**config.mk**
```make
export PLATFORM = sky130hd
export DESIGN_NAME = regfile_wb_arbiter
export DESIGN_NICKNAME = d
export VERILOG_FILES = /design/src/rtl/regfile_wb_arbiter.sv
export SDC_FILE = /design/constraint.sdc
export NUM_CORES = 1
export LEC_CHECK = 0
export CORE_ASPECT_RATIO = 0.75
export CORE_MARGIN = 8
export CORE_UTILIZATION = 40
export DETAILED_ROUTE_END_ITERATION = 8
export HOLD_SLACK_MARGIN = 0.08
export SYNTH_ARGS = -nofsm -noshare
export SYNTH_HDL_FRONTEND = slang
export SYNTH_SLANG_ARGS = --single-unit
```
**constraint.sdc**
```tcl
create_clock -name clk -period 8.9 [get_ports clk]
set_input_delay 1.78 -clock clk [delete_from_list [all_inputs] [get_ports clk]]
set_output_delay 1.78 -clock clk [all_outputs]
set_load 0.005 [all_outputs]
```
**src/rtl/regfile_wb_arbiter.sv**
```systemverilog
// Write-back arbiter for the register file's single write port: one buffered slot per
// producer (ALU, load, MDU), round-robin grant, registered write port and pending mask.
module regfile_wb_arbiter #(
  parameter int DW = 32,
  parameter int AW = 5
) (
  input  logic               clk,
  input  logic               reset,
  input  logic               alu_valid,
  output logic               alu_ready,
  input  logic [AW-1:0]      alu_addr,
  input  logic [DW-1:0]      alu_data,
  input  logic               ld_valid,
  output logic               ld_ready,
  input  logic [AW-1:0]      ld_addr,
  input  logic [DW-1:0]      ld_data,
  input  logic               md_valid,
  output logic               md_ready,
  input  logic [AW-1:0]      md_addr,
  input  logic [DW-1:0]      md_data,
  output logic               wr,
  output logic [AW-1:0]      addr_w,
  output logic [DW-1:0]      data_w,
  output logic [(1<<AW)-1:0] pending,
  output logic [1:0]         grant_id
);

  localparam int NP = 3;
  localparam int NR = 1 << AW;

  logic [NP-1:0] in_v;
  logic [AW-1:0] in_a [NP];
  logic [DW-1:0] in_d [NP];

  logic [NP-1:0] slot_v_q, slot_v_d;
  logic [AW-1:0] slot_a_q [NP];
  logic [AW-1:0] slot_a_d [NP];
  logic [DW-1:0] slot_d_q [NP];
  logic [DW-1:0] slot_d_d [NP];
  logic [1:0]    ptr_q, ptr_d;
  logic          wr_q, wr_d;
  logic [AW-1:0] addr_w_q, addr_w_d;
  logic [DW-1:0] data_w_q, data_w_d;
  logic [1:0]    gid_q, gid_d;
  logic [NR-1:0] pending_q, pending_d;

  logic [NP-1:0] gnt, conflict, ready;
  logic          gnt_any;
  logic [1:0]    gnt_idx, c1, c2;

  // Gather producer ports into indexable arrays
  always_comb begin
    in_v    = {md_valid, ld_valid, alu_valid};
    in_a[0] = alu_addr;
    in_a[1] = ld_addr;
    in_a[2] = md_addr;
    in_d[0] = alu_data;
    in_d[1] = ld_data;
    in_d[2] = md_data;
  end

  // Round-robin search: ptr, ptr+1, ptr+2 (mod 3)
  always_comb begin
    c1 = (ptr_q == 2'd2) ? 2'd0 : ptr_q + 2'd1;
    c2 = (ptr_q == 2'd0) ? 2'd2 : ptr_q - 2'd1;
    if (slot_v_q[ptr_q]) begin
      gnt_any = 1'b1;
      gnt_idx = ptr_q;
    end else if (slot_v_q[c1]) begin
      gnt_any = 1'b1;
      gnt_idx = c1;
    end else if (slot_v_q[c2]) begin
      gnt_any = 1'b1;
      gnt_idx = c2;
    end else begin
      gnt_any = 1'b0;
      gnt_idx = 2'd3;
    end
    gnt = gnt_any ? (3'b001 << gnt_idx) : 3'b000;
  end

  // A held, ungranted write to the same register blocks a newer producer
  always_comb begin
    conflict = 3'b000;
    ready    = 3'b000;
    for (int k = 0; k < NP; k++) begin
      for (int j = 0; j < NP; j++) begin
        conflict[k] = conflict[k] |
                      ((j != k) && slot_v_q[j] && !gnt[j] && (slot_a_q[j] == in_a[k]));
      end
      ready[k] = reset & (~slot_v_q[k] | gnt[k]) & ~conflict[k];
    end
  end

  assign alu_ready = ready[0];
  assign ld_ready  = ready[1];
  assign md_ready  = ready[2];

  // Slot, pointer, output-stage and pending next state
  always_comb begin
    slot_v_d = slot_v_q;
    for (int k = 0; k < NP; k++) begin
      slot_a_d[k] = slot_a_q[k];
      slot_d_d[k] = slot_d_q[k];
      if (in_v[k] && ready[k] && (in_a[k] != {AW{1'b0}})) begin
        slot_v_d[k] = 1'b1;
        slot_a_d[k] = in_a[k];
        slot_d_d[k] = in_d[k];
      end else if (gnt[k]) begin
        slot_v_d[k] = 1'b0;
      end else begin
        slot_v_d[k] = slot_v_q[k];
      end
    end
    if (gnt_any) begin
      wr_d     = 1'b1;
      addr_w_d = slot_a_q[gnt_idx];
      data_w_d = slot_d_q[gnt_idx];
      gid_d    = gnt_idx;
      ptr_d    = (gnt_idx == 2'd2) ? 2'd0 : gnt_idx + 2'd1;
    end else begin
      wr_d     = 1'b0;
      addr_w_d = addr_w_q;
      data_w_d = data_w_q;
      gid_d    = 2'd3;
      ptr_d    = ptr_q;
    end
    pending_d = {NR{1'b0}};
    for (int k = 0; k < NP; k++) begin
      pending_d[slot_a_d[k]] = pending_d[slot_a_d[k]] | slot_v_d[k];
    end
    pending_d[addr_w_d] = pending_d[addr_w_d] | wr_d;
    pending_d[0]        = 1'b0;
  end

  // State registers with synchronous active-low reset
  always_ff @(posedge clk) begin
    if (!reset) begin
      slot_v_q  <= 3'b000;
      ptr_q     <= 2'd0;
      wr_q      <= 1'b0;
      addr_w_q  <= {AW{1'b0}};
      data_w_q  <= {DW{1'b0}};
      gid_q     <= 2'd3;
      pending_q <= {NR{1'b0}};
      for (int k = 0; k < NP; k++) begin
        slot_a_q[k] <= {AW{1'b0}};
        slot_d_q[k] <= {DW{1'b0}};
      end
    end else begin
      slot_v_q  <= slot_v_d;
      ptr_q     <= ptr_d;
      wr_q      <= wr_d;
      addr_w_q  <= addr_w_d;
      data_w_q  <= data_w_d;
      gid_q     <= gid_d;
      pending_q <= pending_d;
      for (int k = 0; k < NP; k++) begin
        slot_a_q[k] <= slot_a_d[k];
        slot_d_q[k] <= slot_d_d[k];
      end
    end
  end

  assign wr       = wr_q;
  assign addr_w   = addr_w_q;
  assign data_w   = data_w_q;
  assign grant_id = gid_q;
  assign pending  = pending_q;

endmodule

```
==> impl_metrics.py <==
metrics = {
    "run_status": {
        "status": "finished, final reports clean",
    },
    "cts": {
        "cts.sinks": 187,
        "clkSlewWorstSetupHoldPaths_ns": 0.08,
        "cts-buffers-inserted": 17,
        "clockBufferDepth": 2,
        "postcts_resize_cnt": 0,
        "cts_root_buffer": "sky130_fd_sc_hd__clkbuf_16",
        "cts_tree": "built",
        "clock_insertion_delay_worst_skew_ns": 0.45,
        "cts_hold_buf": 0,
        "postCtsSetupRepairBufs": 0,
        "cts.htree.levels": 4,
    },
    "final_layout": {
        "n_diodes": 0,
        "layout.cells.most_common_list": "sky130_fd_sc_hd__clkdlybuf4s50_1, sky130_fd_sc_hd__nor2_1, sky130_fd_sc_hd__and2_1",
        "filler_cell_count": 2697,
        "mostFrequentLayoutCell": "sky130_fd_sc_hd__clkdlybuf4s50_1",
        "finish.net_count": 1560,
        "syn2layout_area_growth_pct": 26.0,
        "finish.cell_count_without_fillers": 1838,
        "drive_above_1_share": 0.0881,
    },
    "synth": {
        "synth.yosys.warnings": 0,
        "synth.area.top_cells": "sky130_fd_sc_hd__edfxtp_1, sky130_fd_sc_hd__dfxtp_1, sky130_fd_sc_hd__and2_1",
        "post_synth_xor_area_fraction": 0.0230,
        "synth-seq-area-share": 0.411,
        "synth_enable_flop_cells": 96,
        "synth_flop_cell": "sky130_fd_sc_hd__edfxtp_1",
        "dominant_combinational_cell_family_by_area_after_synthesis": "compound AO/OA/AOI/OAI gates",
        "avgSynthCellArea_um2": 8.91,
        "netlist-cell-type-count": 95,
        "yosysTopAreaCell": "sky130_fd_sc_hd__edfxtp_1",
        "synth_seq_cells": 187,
        "synth_compound_area_frac": 0.238,
        "yosys-mux-area-fraction": 0.0576,
        "yosys.area_share.simple": 0.227,
        "yosys.area_share.adder": 0.00437,
        "synth_top_area_share": 0.252,
        "synthesis.nets": 1405,
        "synthesis.instances": 1285,
        "synth_async_sr_flop_share": 0,
        "synth.cell_area_mm2": 0.0114,
    },
    "worst_setup_path": {
        "setup.reg_to_reg.worst_slack_ns": 1.64,
        "setup.worst_path.start_class": "input port",
        "worst_ep_required_time_ns": 9.23,
        "worst-endpoint-arrival_ns": 8.10,
        "path_max_fanout": 25,
        "end_kind": "register",
        "worst_setup_endpoint": "pending[5]$_SDFF_PN0_",
        "worst-setup-path-type": "in2reg",
        "worstRegToRegCells": 20,
        "reg2reg_from": "ptr_q[0]$_SDFFE_PN0N_",
        "worstSetupStartpoint": "ld_addr[2]",
        "worst_r2r_endpoint": "pending[5]$_SDFF_PN0_",
    },
    "timing": {
        "achievable-frequency_mhz": 129,
        "final_clock_period_utilization_by_the_worst_path": 0.873,
        "final_period_minus_worst_setup_slack_ns": 7.77,
        "max_slew.worst_pin.slew_ns": 1.12,
        "setup_violations": 0,
        "maxSlewViolCount": 0,
        "setup_total_negative_slack_ns": 0,
        "worst_hold_slack_ns": 0.498,
        "finClkSkew_ns": 0.0151,
        "grt_setup_unrepaired": "no",
        "hold_viol_final": 0,
        "relative_slew_slack": 0.253,
    },
    "die": {
        "floorplan.io_pins": 191,
        "chipHeight_um": 162,
        "rows": 53,
        "initial_utilization": 0.408,
        "horizontal_extent_of_the_die_um": 211,
        "fp.dieArea_mm2": 0.0343,
        "coreArea_mm2": 0.0281,
    },
    "placed_design": {
        "placed_cells": 1806,
        "dpl.hpwl_um": 32900,
        "portBuffers": 189,
        "gp_congestion": 0.980,
    },
    "detailed_routing": {
        "wire_per_inst_um": 24.2,
        "drt_drc_violations_left": 0,
        "detailedRoute.firstIterationViolations": 1426,
        "antenna_violating_nets_post_route": 0,
        "finalWirelength_um": 44400,
        "detail_route.vias_per_cell": 6.02,
        "drtPass1Iterations": 5,
        "routed-via-count": 11100,
    },
    "grt": {
        "grt_pass1_wl_um": 66800,
        "grt_antenna_before_repair": 0,
        "number_of_global_route_vias_before_repair": 10400,
        "globalRouteTotalUtil": 0.254,
        "grt_overflow": 0,
        "grt_start_max_net_pins": 97,
    },
    "flow_run": {
        "max_cap_viol_count": 0,
    },
    "power": {
        "power-per-cell-area_mw_per_mm2": 212,
        "power.ir.vdd_worst_mv": 0.129,
        "power_leakage_nw": 5.17,
    },
    "min_path": {
        "hold_class": "reg2reg",
    },
}
sequential cells by signal, summed over array words and instances (netlist names):
signal / flops
slot_a_q: 15
slot_d_q: 96
ptr_q: 2
wr: 1
addr_w: 5
slot_v_q: 3
data_w: 32
grant_id: 2
pending: 31
how the worst min path moves through the flow:
stage,startpoint,to,slack [ns],depth (start not counted)
after CTS,data_w[28]$_SDFFE_PN0N_,data_w[28]$_SDFFE_PN0N_,0.50,2
after floorplan,slot_d_q[2][21]$_SDFFCE_PP0P_,data_w[21]$_SDFFE_PN0N_,0.48,2
final,data_w[25]$_SDFFE_PN0N_,data_w[25]$_SDFFE_PN0N_,0.50,2
after global routing,data_w[28]$_SDFFE_PN0N_,data_w[28]$_SDFFE_PN0N_,0.51,2
after detailed placement,data_w[13]$_SDFFE_PN0N_,data_w[13]$_SDFFE_PN0N_,0.48,2
after global placement,data_w[28]$_SDFFE_PN0N_,data_w[28]$_SDFFE_PN0N_,0.47,2
routing by layer:
metal,GRT usage,up-vias,share of wire
li1,-,5112,-
met5,0,-,0
met2,0.353,616,0.40
met3,0.0725,42,0.11
met1,0.382,5291,0.47
met4,0.0533,0,0.013
logic make-up after synthesis:
kind of cell             count (synthesis)
AND/OR/NAND/NOR                        519
AO/OA/AOI/OAI                          372
flip-flops                             187
buffers and inverters                  108
multiplexers                            64
XOR/XNOR                                30
adder cells (fa/ha/maj)                  4
other                                    1
cell usage after synthesis (5+ instances only):
cell	n
sky130_fd_sc_hd__mux2_2	15
sky130_fd_sc_hd__o21bai_1	8
sky130_fd_sc_hd__nor4_1	6
sky130_fd_sc_hd__o21ai_1	9
sky130_fd_sc_hd__nand2_1	101
sky130_fd_sc_hd__and2_1	105
sky130_fd_sc_hd__o22ai_1	18
sky130_fd_sc_hd__o211a_1	12
sky130_fd_sc_hd__nand4_1	10
sky130_fd_sc_hd__dfxtp_1	91
sky130_fd_sc_hd__a21oi_1	85
sky130_fd_sc_hd__nand3_1	46
sky130_fd_sc_hd__a222oi_1	16
sky130_fd_sc_hd__or2_2	11
sky130_fd_sc_hd__and3_1	5
sky130_fd_sc_hd__nand3b_1	5
sky130_fd_sc_hd__xnor2_1	15
sky130_fd_sc_hd__edfxtp_1	96
sky130_fd_sc_hd__o31ai_1	8
sky130_fd_sc_hd__inv_1	12
sky130_fd_sc_hd__xor2_1	15
sky130_fd_sc_hd__a221oi_1	8
sky130_fd_sc_hd__a211oi_1	28
sky130_fd_sc_hd__o211ai_1	13
sky130_fd_sc_hd__mux2i_1	49
sky130_fd_sc_hd__buf_2	13
sky130_fd_sc_hd__o21ai_0	45
sky130_fd_sc_hd__or3_1	7
sky130_fd_sc_hd__o31a_1	5
sky130_fd_sc_hd__nor2_1	147
sky130_fd_sc_hd__a31oi_1	10
sky130_fd_sc_hd__a22oi_1	7
sky130_fd_sc_hd__clkbuf_1	70
sky130_fd_sc_hd__nand2b_1	13
sky130_fd_sc_hd__o311a_1	14
sky130_fd_sc_hd__a21o_1	7
sky130_fd_sc_hd__buf_1	6
sky130_fd_sc_hd__nor3_1	36
sky130_fd_sc_hd__nor2b_1	6
sky130_fd_sc_hd__nor3b_1	6
sky130_fd_sc_hd__o21a_1	6
worst max-delay path: stages:
cell	delay, ns
sky130_fd_sc_hd__clkdlybuf4s50_1	0.63
sky130_fd_sc_hd__xor2_1	0.24
sky130_fd_sc_hd__nor4_1	0.43
sky130_fd_sc_hd__o21ai_1	0.17
sky130_fd_sc_hd__nand3_1	0.53
sky130_fd_sc_hd__mux2_2	0.52
sky130_fd_sc_hd__a22o_1	0.31
sky130_fd_sc_hd__a32o_1	0.32
sky130_fd_sc_hd__o31a_4	0.33
sky130_fd_sc_hd__nor2_4	0.34
sky130_fd_sc_hd__o21bai_1	0.13
sky130_fd_sc_hd__buf_4	0.19
sky130_fd_sc_hd__o2111a_1	0.25
sky130_fd_sc_hd__a2111oi_0	0.49
sky130_fd_sc_hd__nor4b_2	0.31
sky130_fd_sc_hd__and3_1	0.38
sky130_fd_sc_hd__nand3_4	0.30
sky130_fd_sc_hd__o311a_1	0.43
report_power, final:
| group | internal (mW) | leakage [nW] | switching [mW] |
|---|---|---|---|
| logic | 0.439 | 3.11 | 0.677 |
| clock network | 0.420 | 0.312 | 0.403 |
| registers | 1.04 | 1.74 | 0.0703 |
stage by stage:
| step | instance area [um2] | power (mW) | setup WS, ns | util |
|---|---|---|---|---|
| CTS | 14400 | 3.07 | 1.25 | 0.514 |
| detailed placement | 13800 | 2.24 | 0.808 | 0.491 |
| floorplan | 11400 | 1.80 | 2.54 | - |
| global route | 14400 | 3.21 | 0.769 | 0.514 |
| finish | 14400 | 3.05 | 1.13 | 0.514 |
| global placement | 13800 | 2.24 | 0.973 | 0.491 |
final cells by class:
class / count / area, um2 / area share
multi-input cells: 990 / 6340 / 0.440
flip-flops and latches: 187 / 4700 / 0.326
repair buffers: 229 / 2190 / 0.152
well taps: 385 / 482 / 0.0334
clock buffers: 17 / 425 / 0.0295
clock inverters: 15 / 215 / 0.0149
inverters: 15 / 57.6 / 0.00399
Note: power is estimated with default switching activity, not from simulation.
